## config.mk

```make
export PLATFORM = sky130hd
export DESIGN_NAME = inst_fetch_unit
export DESIGN_NICKNAME = d
export VERILOG_FILES = /design/src/rtl/ifu_pkg.sv /design/src/rtl/pc_next_sel.sv /design/src/rtl/inst_fetch_unit.sv
export SDC_FILE = /design/constraint.sdc
export NUM_CORES = 1
export LEC_CHECK = 0
export BUFFER_PORTS_ARGS = -buffer_cell sky130_fd_sc_hd__buf_2
export CAP_MARGIN = 30
export CORE_ASPECT_RATIO = 1.4
export CORE_MARGIN = 1
export CORE_UTILIZATION = 35
export DETAILED_ROUTE_END_ITERATION = 7
export PLACE_DENSITY_LB_ADDON = 0.12
export SLEW_MARGIN = 25
export SYNTH_ARGS = -nofsm -noshare
export SYNTH_HDL_FRONTEND = slang
export SYNTH_HIERARCHICAL = 1
export SYNTH_SLANG_ARGS = --single-unit
```

## constraint.sdc

```tcl
create_clock -name clk -period 2.75 [get_ports clk]
set_clock_uncertainty 0.1 [all_clocks]
set_input_delay 0 -clock clk [delete_from_list [all_inputs] [get_ports clk]]
set_output_delay 0 -clock clk [all_outputs]
set_load 0.01 [all_outputs]
```

## src/rtl/ifu_pkg.sv

```systemverilog
// Shared constants and types for the instruction fetch unit.
// Macro IFU_SUPERVISOR_BIT_EN (see pc_next_sel) changes how redirect targets treat pc[31].
package ifu_pkg;

    localparam logic [31:0] RESET_VECTOR_DEFAULT = 32'h8000_0000;
    localparam logic [31:0] INT_VECTOR_DEFAULT   = 32'h8000_0004;
    localparam logic [31:0] EXC_VECTOR_DEFAULT   = 32'h8000_0008;

    typedef enum logic [1:0] {
        REQ,
        WAIT,
        HOLD,
        DRAIN
    } ifuState_t;

    typedef enum logic [2:0] {
        SEL_NONE,
        SEL_EXC,
        SEL_INT,
        SEL_JR,
        SEL_J,
        SEL_BR
    } redirSel_t;

    function automatic logic [31:0] wordAlign(input logic [31:0] addr);
        return addr & 32'hFFFF_FFFC;
    endfunction

endpackage

```

## src/rtl/pc_next_sel.sv

```systemverilog
// Redirect priority mux (exc > int > jr > j > br) and target arithmetic.
// With IFU_SUPERVISOR_BIT_EN defined, pc[31] acts as the kernel-mode bit on every target.
module pc_next_sel
    import ifu_pkg::*;
#(
    parameter logic [31:0] INT_VECTOR = INT_VECTOR_DEFAULT,
    parameter logic [31:0] EXC_VECTOR = EXC_VECTOR_DEFAULT
) (
    input  logic [31:0] pc,
    input  logic        redir_exc,
    input  logic        redir_int,
    input  logic        redir_jr,
    input  logic [31:0] jr_target,
    input  logic        redir_j,
    input  logic [25:0] j_addr,
    input  logic        redir_br,
    input  logic [31:0] br_pc4,
    input  logic [15:0] br_imm,
    output logic        redirValid,
    output logic [31:0] redirTarget
);

    redirSel_t   redirSel;
    logic [31:0] brTarget;
    logic [31:0] jTarget;
    logic [31:0] rawTarget;

    always_comb begin
        redirSel = SEL_NONE;
        if (redir_exc)      redirSel = SEL_EXC;
        else if (redir_int) redirSel = SEL_INT;
        else if (redir_jr)  redirSel = SEL_JR;
        else if (redir_j)   redirSel = SEL_J;
        else if (redir_br)  redirSel = SEL_BR;
    end

    always_comb begin
        brTarget  = br_pc4 + {{14{br_imm[15]}}, br_imm, 2'b00};
        jTarget   = ((pc + 32'd4) & 32'hF000_0000) | {4'b0000, j_addr, 2'b00};
        rawTarget = '0;
        case (redirSel)
            SEL_EXC: rawTarget = EXC_VECTOR;
            SEL_INT: rawTarget = INT_VECTOR;
            SEL_JR:  rawTarget = jr_target;
            SEL_J:   rawTarget = jTarget;
            SEL_BR:  rawTarget = brTarget;
            default: rawTarget = '0;
        endcase
`ifdef IFU_SUPERVISOR_BIT_EN
        // jr may drop out of kernel mode but can never raise the bit itself
        case (redirSel)
            SEL_EXC, SEL_INT: rawTarget[31] = 1'b1;
            SEL_JR:           rawTarget[31] = jr_target[31] & pc[31];
            SEL_J, SEL_BR:    rawTarget[31] = pc[31];
            default:          rawTarget[31] = rawTarget[31];
        endcase
`endif
        redirTarget = wordAlign(rawTarget);
    end

    assign redirValid = (redirSel != SEL_NONE);

endmodule

```

## src/rtl/inst_fetch_unit.sv

```systemverilog
// Instruction fetch unit: owns the PC, fetches from variable-latency imem and feeds IF/ID.
// Optional IFU_SUPERVISOR_BIT_EN is handled inside pc_next_sel.
//
//   state | meaning
//   REQ   | imem_req driven for one cycle at pc (idle one cycle after reset)
//   WAIT  | request outstanding, waiting for imem_ready
//   HOLD  | instruction presented on o_*, waiting for ID to consume
//   DRAIN | fetch aborted by redirect, discarding its response
module inst_fetch_unit
    import ifu_pkg::*;
#(
    parameter logic [31:0] RESET_VECTOR = RESET_VECTOR_DEFAULT,
    parameter logic [31:0] INT_VECTOR   = INT_VECTOR_DEFAULT,
    parameter logic [31:0] EXC_VECTOR   = EXC_VECTOR_DEFAULT
) (
    input  logic        clk,
    input  logic        reset,
    input  logic        stall,
    input  logic        redir_exc,
    input  logic        redir_int,
    input  logic        redir_jr,
    input  logic [31:0] jr_target,
    input  logic        redir_j,
    input  logic [25:0] j_addr,
    input  logic        redir_br,
    input  logic [31:0] br_pc4,
    input  logic [15:0] br_imm,
    output logic        imem_req,
    output logic [31:0] imem_addr,
    input  logic        imem_ready,
    input  logic [31:0] imem_rdata,
    output logic        o_valid,
    output logic [31:0] o_instruction,
    output logic [31:0] o_pc_plus_4
);

    ifuState_t   state;
    logic [31:0] pc;
    logic [31:0] pcPlus4;
    logic        redirValid;
    logic [31:0] redirTarget;

    pc_next_sel #(
        .INT_VECTOR (INT_VECTOR),
        .EXC_VECTOR (EXC_VECTOR)
    ) u_pc_next_sel (
        .pc          (pc),
        .redir_exc   (redir_exc),
        .redir_int   (redir_int),
        .redir_jr    (redir_jr),
        .jr_target   (jr_target),
        .redir_j     (redir_j),
        .j_addr      (j_addr),
        .redir_br    (redir_br),
        .br_pc4      (br_pc4),
        .br_imm      (br_imm),
        .redirValid  (redirValid),
        .redirTarget (redirTarget)
    );

    assign pcPlus4   = pc + 32'd4;
    assign imem_addr = pc;

    always_ff @(posedge clk or negedge reset) begin
        if (!reset) begin
            state         <= REQ;
            pc            <= wordAlign(RESET_VECTOR);
            imem_req      <= 1'b0;
            o_valid       <= 1'b0;
            o_instruction <= '0;
            o_pc_plus_4   <= 32'h8000_0000;
        end else begin
            case (state)
                REQ: begin
                    if (redirValid) pc <= redirTarget;
                    // imem_req low here only on the idle cycle after reset: nothing is outstanding
                    if (imem_req) begin
                        imem_req <= 1'b0;
                        state    <= redirValid ? DRAIN : WAIT;
                    end else begin
                        imem_req <= 1'b1;
                    end
                end
                WAIT: begin
                    if (redirValid) begin
                        pc <= redirTarget;
                        if (imem_ready) begin
                            imem_req <= 1'b1;
                            state    <= REQ;
                        end else begin
                            state <= DRAIN;
                        end
                    end else if (imem_ready) begin
                        o_instruction <= imem_rdata;
                        o_pc_plus_4   <= pcPlus4;
                        o_valid       <= 1'b1;
                        state         <= HOLD;
                    end
                end
                HOLD: begin
                    if (redirValid) begin
                        pc       <= redirTarget;
                        o_valid  <= 1'b0;
                        imem_req <= 1'b1;
                        state    <= REQ;
                    end else if (!stall) begin
                        pc       <= wordAlign(pcPlus4);
                        o_valid  <= 1'b0;
                        imem_req <= 1'b1;
                        state    <= REQ;
                    end
                end
                DRAIN: begin
                    if (redirValid) pc <= redirTarget;
                    if (imem_ready) begin
                        imem_req <= 1'b1;
                        state    <= REQ;
                    end
                end
                default: state <= REQ;
            endcase
        end
    end

endmodule

```

==> impl_metrics.env, run 1 <==
export IMPL_status="finished clean"
export IMPL_synth_seq_cells=100
export IMPL_grt_busiest_layer="met2"
export IMPL_hold_depth=5
export IMPL_firstDrtPassIters=5
export IMPL_final_nets=1294
export IMPL_ant_nets=0
export IMPL_synth_edff_count=0
export IMPL_cts_resized=0
export IMPL_syn_area_per_cell_sq_um=8.90
export IMPL_final_seq_area_sq_um=2500
export IMPL_final_setup_worst_slack_ns=0.330
export IMPL_final_hold_viol_count=0
export IMPL_wire_per_inst_um=16.9
export IMPL_cts_sinks=100
export IMPL_postCtsSetupBuffers=0
export IMPL_cts_root_buffer="clkbuf_16"
export IMPL_slowest_delay_ns=0.53
export IMPL_path_buf_inv=0
export IMPL_clock_latency_ns=0.34
export IMPL_wirelength_um=23200
export IMPL_arrival_ns=2.55
export IMPL_cts_path_max_buffers=2
export IMPL_ir_drop_v=0.000255
export IMPL_synth_top_area_share=0.340
export IMPL_fin_tns_setup_ns=0
export IMPL_drcViolationCount=0
export IMPL_r2r_end="imem_addr[30]"
export IMPL_htreeDepth=3
export IMPL_ys_types=78
export IMPL_final_min_clock_period_ns=2.42
export IMPL_async_reset_ff_frac=1.00
export IMPL_grt_pass1_wl_um=35800
export IMPL_cts_tree="built"
export IMPL_dp_hpwl_um=17800
export IMPL_p_per_area_nw_per_um2=523
export IMPL_use_met2=0.386
export IMPL_dieWidth_um=123
export IMPL_gp_congestion=0.866
export IMPL_chipHeight_um=172
export IMPL_finalSetupViolations=0
export IMPL_netlist_area_sq_um=7210
export IMPL_synth_top_cells_by_area="dfrtp_1, mux2_2, xnor2_1"
export IMPL_synth_top_cells_by_count="dfrtp_1, nor2_1, nand2_1"
export IMPL_port_buffers=240
export IMPL_syn_inst=811
export IMPL_synthFlopType="dfrtp_1"
export IMPL_antenna_found_initial=0
export IMPL_use_met1=0.262
export IMPL_worst_slew_margin_rel=0.572
export IMPL_ys_seq_area_frac=0.347
export IMPL_row_count=61
export IMPL_yosysMostFrequentCell="dfrtp_1"
export IMPL_fmax_ghz=0.413
export IMPL_first_global_vias=7090
export IMPL_antenna_cells=0
export IMPL_crit_family="simple AND/OR/NAND/NOR gates"
export IMPL_postCtsHoldBufs=67
export IMPL_hold_end="imem_addr[16]"
export IMPL_end_kind="flop"
export IMPL_grt_max_degree=56
export IMPL_period_share=0.880
export IMPL_r2r_slack_ns=0.33
export IMPL_path_max_fanout=8
export IMPL_worst_pin_slew_ns=0.641
export IMPL_fill_cells=1977
export IMPL_use_met3=0.0254
export IMPL_drive_gt1_frac=0.326
export IMPL_numCtsBuffers=9
export IMPL_track_usage=0.218
export IMPL_pre_cts_ws_ns=0.0761
export IMPL_post_synth_top_area_cell="dfrtp_1"
export IMPL_drtIter0Drc=360
export IMPL_slew_viol_final=0
export IMPL_slowest_stage="dfrtp_1"
export IMPL_route_vias_total=7160
export IMPL_leakage_nw=4.65
export IMPL_min_delay_start="jr_target[16]"
export IMPL_path_cells="ha_1 > nand4_1 > or4_4 > nor4_2 > xor2_1 > mux2_2"
export IMPL_maxCapViolations=0
export IMPL_globalRouteOverflowTotal=0
export IMPL_start_util=0.361
export IMPL_grt_setup_unrepaired="false"
export IMPL_worstSetupStartpointType="flop"
export IMPL_critPathKind="reg2reg"
export IMPL_synth_warnings=6
export IMPL_holdWs_ns=0.00279
export IMPL_cp_required_ns=2.88
export IMPL_area_growth_synth_to_final_pct=36.6
export IMPL_timing_rr_start="imem_addr[2]"
export IMPL_r2r_cells=6
export IMPL_multi_input_area_sq_um=4420
export IMPL_path_clk_slew_ns=0.06
export IMPL_coreArea_sq_um=20000
export IMPL_hold_class="in2reg"
export IMPL_ioPinCount=245
export IMPL_via_per_inst=5.21
export IMPL_die_area_sq_um=21200
-- registers in the layout, indices dropped and copies added (netlist names) --
| signal | flops |
|---|---|
| o_valid | 1 |
| o_pc_plus_4 | 32 |
| imem_addr | 32 |
| state | 2 |
| o_instruction | 32 |
| imem_req | 1 |
-- per-stage QoR --
stage	cells	total power, mW	util	cell area (sq um)
5_1_grt	1373	5.50	0.493	9850
3_5_place_dp	1290	3.70	0.442	8850
2_1_floorplan	812	2.97	-	7220
4_1_cts	1373	5.21	0.493	9850
3_3_place_gp	1290	3.68	0.442	8850
6_report	1373	5.15	0.493	9850
-- per-layer routing --
| layer | share of wire | vias to the layer above | wire [um] |
|---|---|---|---|
| met2 | 0.49 | 254 | 11400 |
| met3 | 0.046 | 42 | 1070 |
| li1 | - | 3586 | - |
| met5 | 0 | - | 0 |
| met4 | 0.032 | 0 | 749 |
| met1 | 0.43 | 3278 | 9970 |
-- placed cells by master, fill, tap and decap left out, drive strengths merged, types with 5 or more instances in the layout --
cell type | Yosys | final
o21a | 5 | 5
nor2b | 7 | 7
mux2 | 39 | 39
buf | 22 | 284
and2 | 6 | 6
o211ai | 5 | 5
nor4 | 12 | 12
xor2 | 27 | 27
a21oi | 55 | 55
dfrtp | 98 | 98
nor3b | 5 | 5
a21o | 23 | 23
a211oi | 9 | 9
o21ai | 67 | 67
inv | 14 | 16
a22oi | 24 | 24
nand3 | 26 | 26
xnor2 | 45 | 45
and4 | 6 | 6
and3 | 6 | 6
mux2i | 5 | 5
nor2 | 69 | 69
nand4 | 26 | 26
nor3 | 22 | 22
ha | 30 | 30
nand2 | 61 | 61
clkbuf | 36 | 12
a221oi | 9 | 9
dlygate4sd3 | 0 | 67
-- where the power goes --
group          switching [mW]  internal (mW)
Combinational           0.900          0.815
Clock                   0.559          0.855
Sequential              0.226           1.80
-- worst max-delay path by stage --
stage / start / to / slack [ns] / depth (start not counted)
floorplan: br_pc4[3] / imem_addr[23] / 0.38 / 11
global placement: br_pc4[3] / imem_addr[23] / 0.11 / 13
detailed placement: br_pc4[3] / imem_addr[23] / 0.08 / 13
CTS: imem_addr[2] / imem_addr[30] / 0.32 / 6
global route: br_pc4[2] / imem_addr[26] / 0.18 / 12
finish: imem_addr[2] / imem_addr[30] / 0.33 / 6
-- area by class of cell --
class,count,area share
Clock buffer,12,0.0260
Multi-Input combinational cell,640,0.448
Sequential cell,100,0.254
Inverter,14,0.00533
Timing Repair Buffer,351,0.226
Clock inverter,4,0.00787
Tap cell,252,0.0320
-- kinds of logic after synthesis --
logic type / Yosys count / synth area share
compound gates: 226 / 0.205
xor+xnor: 72 / 0.0874
fa+ha+maj: 31 / 0.0548
buf+inv: 72 / 0.0440
flops: 100 / 0.347
mux: 44 / 0.0678
other cells: 1 / 0.000520
simple gates: 265 / 0.193
-- tightest hold or removal path: cells and delay by family --
| family | cells | cell delay, ns |
|---|---|---|
| AO/OA/AOI/OAI | 3 | 0.28 |
| buffers and inverters | 1 | 0.08 |
| AND/OR/NAND/NOR | 1 | 0.06 |
(Power assumes the default switching activity.)
==> run 2, diff against run 1 <==
ABC_AREA = 1   (was default)
CORE_UTILIZATION = 53   (was 35)
==> impl_metrics.env, run 2 <==
export IMPL_status="finished clean"
export IMPL_hold_class="in2reg"
export IMPL_cts_root_buffer="clkbuf_16"
export IMPL_syn_area_per_cell_sq_um=6.16
export IMPL_path_cells="inv_2 > nand2_2 > o21ai_4 > nand2_4 > inv_2 > nand3_1 > nand2_1 > inv_1"
export IMPL_drive_gt1_frac=0.205
export IMPL_area_growth_synth_to_final_pct=24.7
export IMPL_first_global_vias=8458
export IMPL_numCtsBuffers=9
export IMPL_ant_nets=0
export IMPL_synthFlopType="dfrtp_1"
export IMPL_synth_top_cells_by_area="dfrtp_1, nand2_1, inv_1"
export IMPL_worst_pin_slew_ns=0.735
export IMPL_postCtsSetupBuffers=0
export IMPL_netSwitchingFraction=0.369
export IMPL_seqPwrFrac=0.410
export IMPL_comb_power_share=0.332
export IMPL_syn_inst=1330
export IMPL_synth_top_family_by_area="simple AND/OR/NAND/NOR gates"
export IMPL_p_per_area_nw_per_um2=471
export IMPL_period_share=0.800
export IMPL_cts_path_max_buffers=2
export IMPL_htreeDepth=3
export IMPL_final_hold_viol_count=0
export IMPL_clock_latency_ns=0.35
export IMPL_synth_compound_area_share=0.0925
export IMPL_ioPinCount=245
export IMPL_netlist_area_sq_um=8200
export IMPL_cp_required_ns=2.89
export IMPL_arrival_ns=2.34
export IMPL_synth_warnings=6
export IMPL_crit_family="compound AO/OA/AOI/OAI gates"
export IMPL_wire_per_inst_um=14.9
export IMPL_critPathKind="reg2reg"
export IMPL_yosys_area_share_simple=0.433
export IMPL_globalRouteOverflowTotal=0
export IMPL_via_per_inst=5.14
export IMPL_path_clk_slew_ns=0.08
export IMPL_slowest_stage="o21ai_4"
export IMPL_final_nets=1775
export IMPL_fmax_ghz=0.455
export IMPL_final_cell_mix="nand2_1, buf_2, inv_1"
export IMPL_r2r_slack_ns=0.55
export IMPL_finalSetupViolations=0
export IMPL_ys_seq_area_frac=0.306
export IMPL_synth_top_area_share=0.299
export IMPL_grt_setup_unrepaired="false"
export IMPL_track_usage=0.330
export IMPL_start_util=0.544
export IMPL_p_switching_mw=1.77
export IMPL_slew_viol_final=0
export IMPL_dp_hpwl_um=20900
export IMPL_async_reset_ff_frac=1.00
export IMPL_synth_xor_area_frac=0.0128
export IMPL_cts_sinks=100
export IMPL_synth_edff_count=0
export IMPL_worst_slew_margin_rel=0.510
export IMPL_synthAdderAreaFrac=0.0482
export IMPL_cts_tree="built"
export IMPL_synth_top_cells_by_count="nand2_1, inv_1, nor2_1"
export IMPL_wirelength_um=26700
export IMPL_chipHeight_um=149
export IMPL_drcViolationCount=0
export IMPL_dieWidth_um=107
export IMPL_row_count=53
export IMPL_coreArea_sq_um=15100
export IMPL_final_min_clock_period_ns=2.20
export IMPL_cts_resized=0
export IMPL_ir_drop_v=0.000420
export IMPL_port_buffers=240
export IMPL_slowest_delay_ns=0.59
export IMPL_leakage_nw=5.90
export IMPL_ys_types=44
export IMPL_die_area_sq_um=16000
export IMPL_route_vias_total=9219
export IMPL_grt_max_degree=58
export IMPL_holdWs_ns=0.0113
export IMPL_fin_tns_setup_ns=0
export IMPL_antenna_found_initial=0
export IMPL_worstSetupStartpointType="flop"
export IMPL_antenna_cells=0
export IMPL_maxCapViolations=0
export IMPL_crit_top_cell="inv_2"
export IMPL_post_synth_top_area_cell="dfrtp_1"
export IMPL_synthMuxAreaShare=0
export IMPL_gp_congestion=0.927
export IMPL_drtIter0Drc=595
export IMPL_end_kind="flop"
export IMPL_synth_seq_cells=100
export IMPL_fill_cells=1408
export IMPL_clkPwrFrac=0.259
export IMPL_yosysMostFrequentCell="nand2_1"
export IMPL_grt_pass1_wl_um=40600
export IMPL_p_int_mw=3.04
export IMPL_final_common_cell="nand2_1"
export IMPL_firstDrtPassIters=6
export IMPL_path_max_fanout=24
export IMPL_path_buf_inv=3
run 2: cell types whose count changed after synthesis, sizes merged, moves of 24 or more:
cell,change
nor2,+54
nand3,+78
inv,+170
mux2,-39
o21ai,-29
nand2,+517
a22oi,-24
xnor2,-39
a21oi,-24
clkbuf,-30
run 2: kinds of logic (layout without fill, tap and decap cells):
kind of cell               after synthesis  count (layout)
AOI/OAI and AO/OA                      124             124
other                                    1               2
DFF                                    100             100
adders and majority gates               31              31
buffers and inverters                  217             488
xor gates and xnor gates                12              12
and+or+nand+nor                        845             845
run 2: worst paths after layout:
check                                  startpoint                end  depth (start not counted)
worst max register to register           state[0]      imem_addr[21]                          8
worst max-delay path                     state[0]      imem_addr[21]                          8
worst min register to register  o_instruction[19]  o_instruction[19]                          2
min in group asynchronous                   reset  o_instruction[31]                          2
max in group asynchronous                   reset      imem_addr[31]                          3
worst min-delay path                jr_target[22]      imem_addr[22]                          7
run 2: what timing repair did:
| action | 4_1_cts | 5_1_grt |
|---|---|---|
| setup endpoints to repair | 0 | 0 |
| hold buffers | 39 | 0 |
| hold endpoints to repair | 92 | 0 |
run 2: routing by layer:
layer	share of wire	vias up	GRT usage	routed length, um
met2	0.52	346	0.625	13700
met4	0.036	0	0.136	966
li1	-	4697	-	-
met3	0.055	59	0.0384	1470
met1	0.39	4117	0.367	10500
met5	0	-	0	0
run 2: final cells by class:
type | count | area [sq um] | share of cell area
clock buffer | 9 | 225 | 0.0220
clock inverter | 7 | 70.1 | 0.00686
inverter | 184 | 691 | 0.0676
multi-input combinational | 1014 | 4810 | 0.471
sequential | 100 | 2500 | 0.245
tap | 192 | 240 | 0.0235
timing repair buffer | 288 | 1670 | 0.164
run 2: power by group through the flow:
stage | clock [mW] | combinational, mW | sequential (mW)
finish | 1.24 | 1.60 | 1.97
global route | 1.31 | 1.78 | 2.00
CTS | 1.26 | 1.59 | 1.96
detailed placement | 0 | 1.52 | 1.98
global placement | 0 | 1.49 | 1.97
floorplan | 0 | 0.786 | 2.08
run 2: tightest hold or removal path, stage by stage:
cell and delay [ns]:
buf_2 0.08, nand2_1 0.05, nand3_1 0.09, o22ai_1 0.07
inv_1 0.05, nand2_1 0.04, inv_1 0.04
run 2: metrics by stage:
stage                     power [mW]  instances  cell area (sq um)  utilization  setup slack, ns
after floorplan                 2.87       1331               8200            -            0.905
after global placement          3.47       1738               9510        0.632            0.563
after detailed placement        3.50       1739               9530        0.633            0.558
after CTS                       4.80       1794              10200        0.679            0.593
after global routing            5.10       1794              10200        0.679            0.401
final                           4.81       1794              10200        0.679            0.550
==> run 3, diff against run 2 <==
clock period = 2.1 ns   (was 2.75 ns; I/O delays follow)
==> impl_metrics.env, run 3 (synthesis gave the netlist of run 2 again) <==
export IMPL_status="finished clean"
export IMPL_globalRouteOverflowTotal=0
export IMPL_grt_setup_unrepaired="true"
export IMPL_ant_nets=0
export IMPL_path_clk_slew_ns=0.08
export IMPL_antenna_found_initial=0
export IMPL_ir_drop_v=0.000661
export IMPL_cts_path_max_buffers=2
export IMPL_leakage_nw=6.27
export IMPL_design_area_sq_um=10800
export IMPL_chipHeight_um=149
export IMPL_cts_root_buffer="clkbuf_16"
export IMPL_worst_pin_slew_ns=0.628
export IMPL_worstSetupStartpointType="flop"
export IMPL_placed_area_sq_um=10100
export IMPL_slowest_stage="dlygate4sd3_1"
export IMPL_numCtsBuffers=9
export IMPL_final_common_cell="nand2_1"
export IMPL_area_growth_synth_to_final_pct=32.1
export IMPL_p_per_area_nw_per_um2=604
export IMPL_die_area_sq_um=16000
export IMPL_drtIter0Drc=587
export IMPL_final_nets=1848
export IMPL_via_per_inst=5.28
export IMPL_coreArea_sq_um=15100
export IMPL_grt_pass1_wl_um=43900
export IMPL_drcViolationCount=0
export IMPL_dp_hpwl_um=22200
export IMPL_fin_tns_setup_ns=0
export IMPL_htreeDepth=3
export IMPL_r2r_slack_ns=0.09
export IMPL_ioPinCount=245
export IMPL_final_cell_mix="nand2_1, buf_2, inv_1"
export IMPL_fill_cells=1308
export IMPL_placed_cells=1810
export IMPL_clock_latency_ns=0.35
export IMPL_slowest_delay_ns=0.56
export IMPL_wirelength_um=28900
export IMPL_critPathKind="reg2reg"
export IMPL_fmax_ghz=0.497
export IMPL_start_util=0.544
export IMPL_end_kind="flop"
export IMPL_worst_slew_margin_rel=0.581
export IMPL_row_count=53
export IMPL_path_max_fanout=5
export IMPL_hold_class="in2reg"
export IMPL_cts_tree="built"
export IMPL_final_hold_viol_count=0
export IMPL_finalSetupViolations=0
export IMPL_crit_top_cell="nand2_1"
export IMPL_arrival_ns=2.15
export IMPL_final_min_clock_period_ns=2.01
export IMPL_period_share=0.958
export IMPL_antenna_cells=0
export IMPL_maxCapViolations=0
export IMPL_firstDrtPassIters=5
export IMPL_cp_required_ns=2.24
export IMPL_grt_max_degree=73
export IMPL_dieWidth_um=107
export IMPL_instances_no_fill=1867
export IMPL_drive_gt1_frac=0.243
export IMPL_slew_viol_final=0
export IMPL_track_usage=0.358
export IMPL_port_buffers=240
export IMPL_wire_per_inst_um=15.5
export IMPL_route_vias_total=9854
export IMPL_path_cells="inv_2 > nand2_2 > nor2_4 > nand2_1 > nand2_1 > a31oi_2 > a21oi_1 > dlygate4sd3_1"
export IMPL_first_global_vias=9280
export IMPL_cts_sinks=100
export IMPL_gp_congestion=0.990
-- run 3: cell types whose count changed in the layout (fill, tap and decap cells not counted), sizes merged --
cell	before	now
buf	249	320
clkinvlp	3	2
dlygate4sd3	39	41
inv	187	188
-- run 3: what timing repair did --
item | in CTS | in global routing
hold buffers | 41 | 0
endpoints found under the hold margin | 138 | 0
endpoints found under the setup margin | 0 | 9
gates resized for setup | 0 | 8
setup buffers | 0 | 0
-- run 3: critical path: cells and delay by family (launching register included) --
family | cells | cell delay, ns
flops | 1 | 0.44
compound gates | 2 | 0.29
buf+inv | 2 | 0.65
simple gates | 4 | 0.42
-- run 3: per-layer routing --
layer  track usage  wire length, um
met1         0.388            10600
met2         0.661            14600
met3        0.0437             1920
met4         0.210             1700
met5             0                0
-- run 3: final timing paths --
check | endpoint | startpoint | cells after the start
setup / recovery | state[0] | state[0] | 8
hold / removal | imem_addr[5] | j_addr[3] | 5
setup reg to reg | state[0] | state[0] | 8
hold reg to reg | o_pc_plus_4[31] | o_pc_plus_4[31] | 2
max in group asynchronous | imem_addr[2] | reset | 3
min in group asynchronous | o_instruction[15] | reset | 2
-- run 3: stage by stage --
stage	total power [mW]	util	hold slack, ns	setup WS, ns
2_1_floorplan	3.76	-	-0.396	0.255
3_3_place_gp	4.71	0.670	-0.156	-0.115
3_5_place_dp	4.78	0.671	-0.152	-0.148
4_1_cts	6.48	0.718	0.00797	0.0645
5_1_grt	6.91	0.719	0.0474	-0.0119
6_report	6.54	0.719	0.0122	0.0884
-- run 3: layout make-up --
type	count	area, sq um	area share
clock buffer	9	225	0.0208
multi-input combinational	1014	4830	0.446
tap	192	240	0.0222
sequential	100	2510	0.232
inverter	184	691	0.0638
timing repair buffer	361	2260	0.209
clock inverter	7	68.8	0.00636
-- run 3: report_power, final --
group          total [mW]  switching, mW  internal (mW)
clock network        1.64          0.802          0.835
logic                2.33           1.33          0.994
registers            2.58          0.292           2.29
total                6.54           2.43           4.11
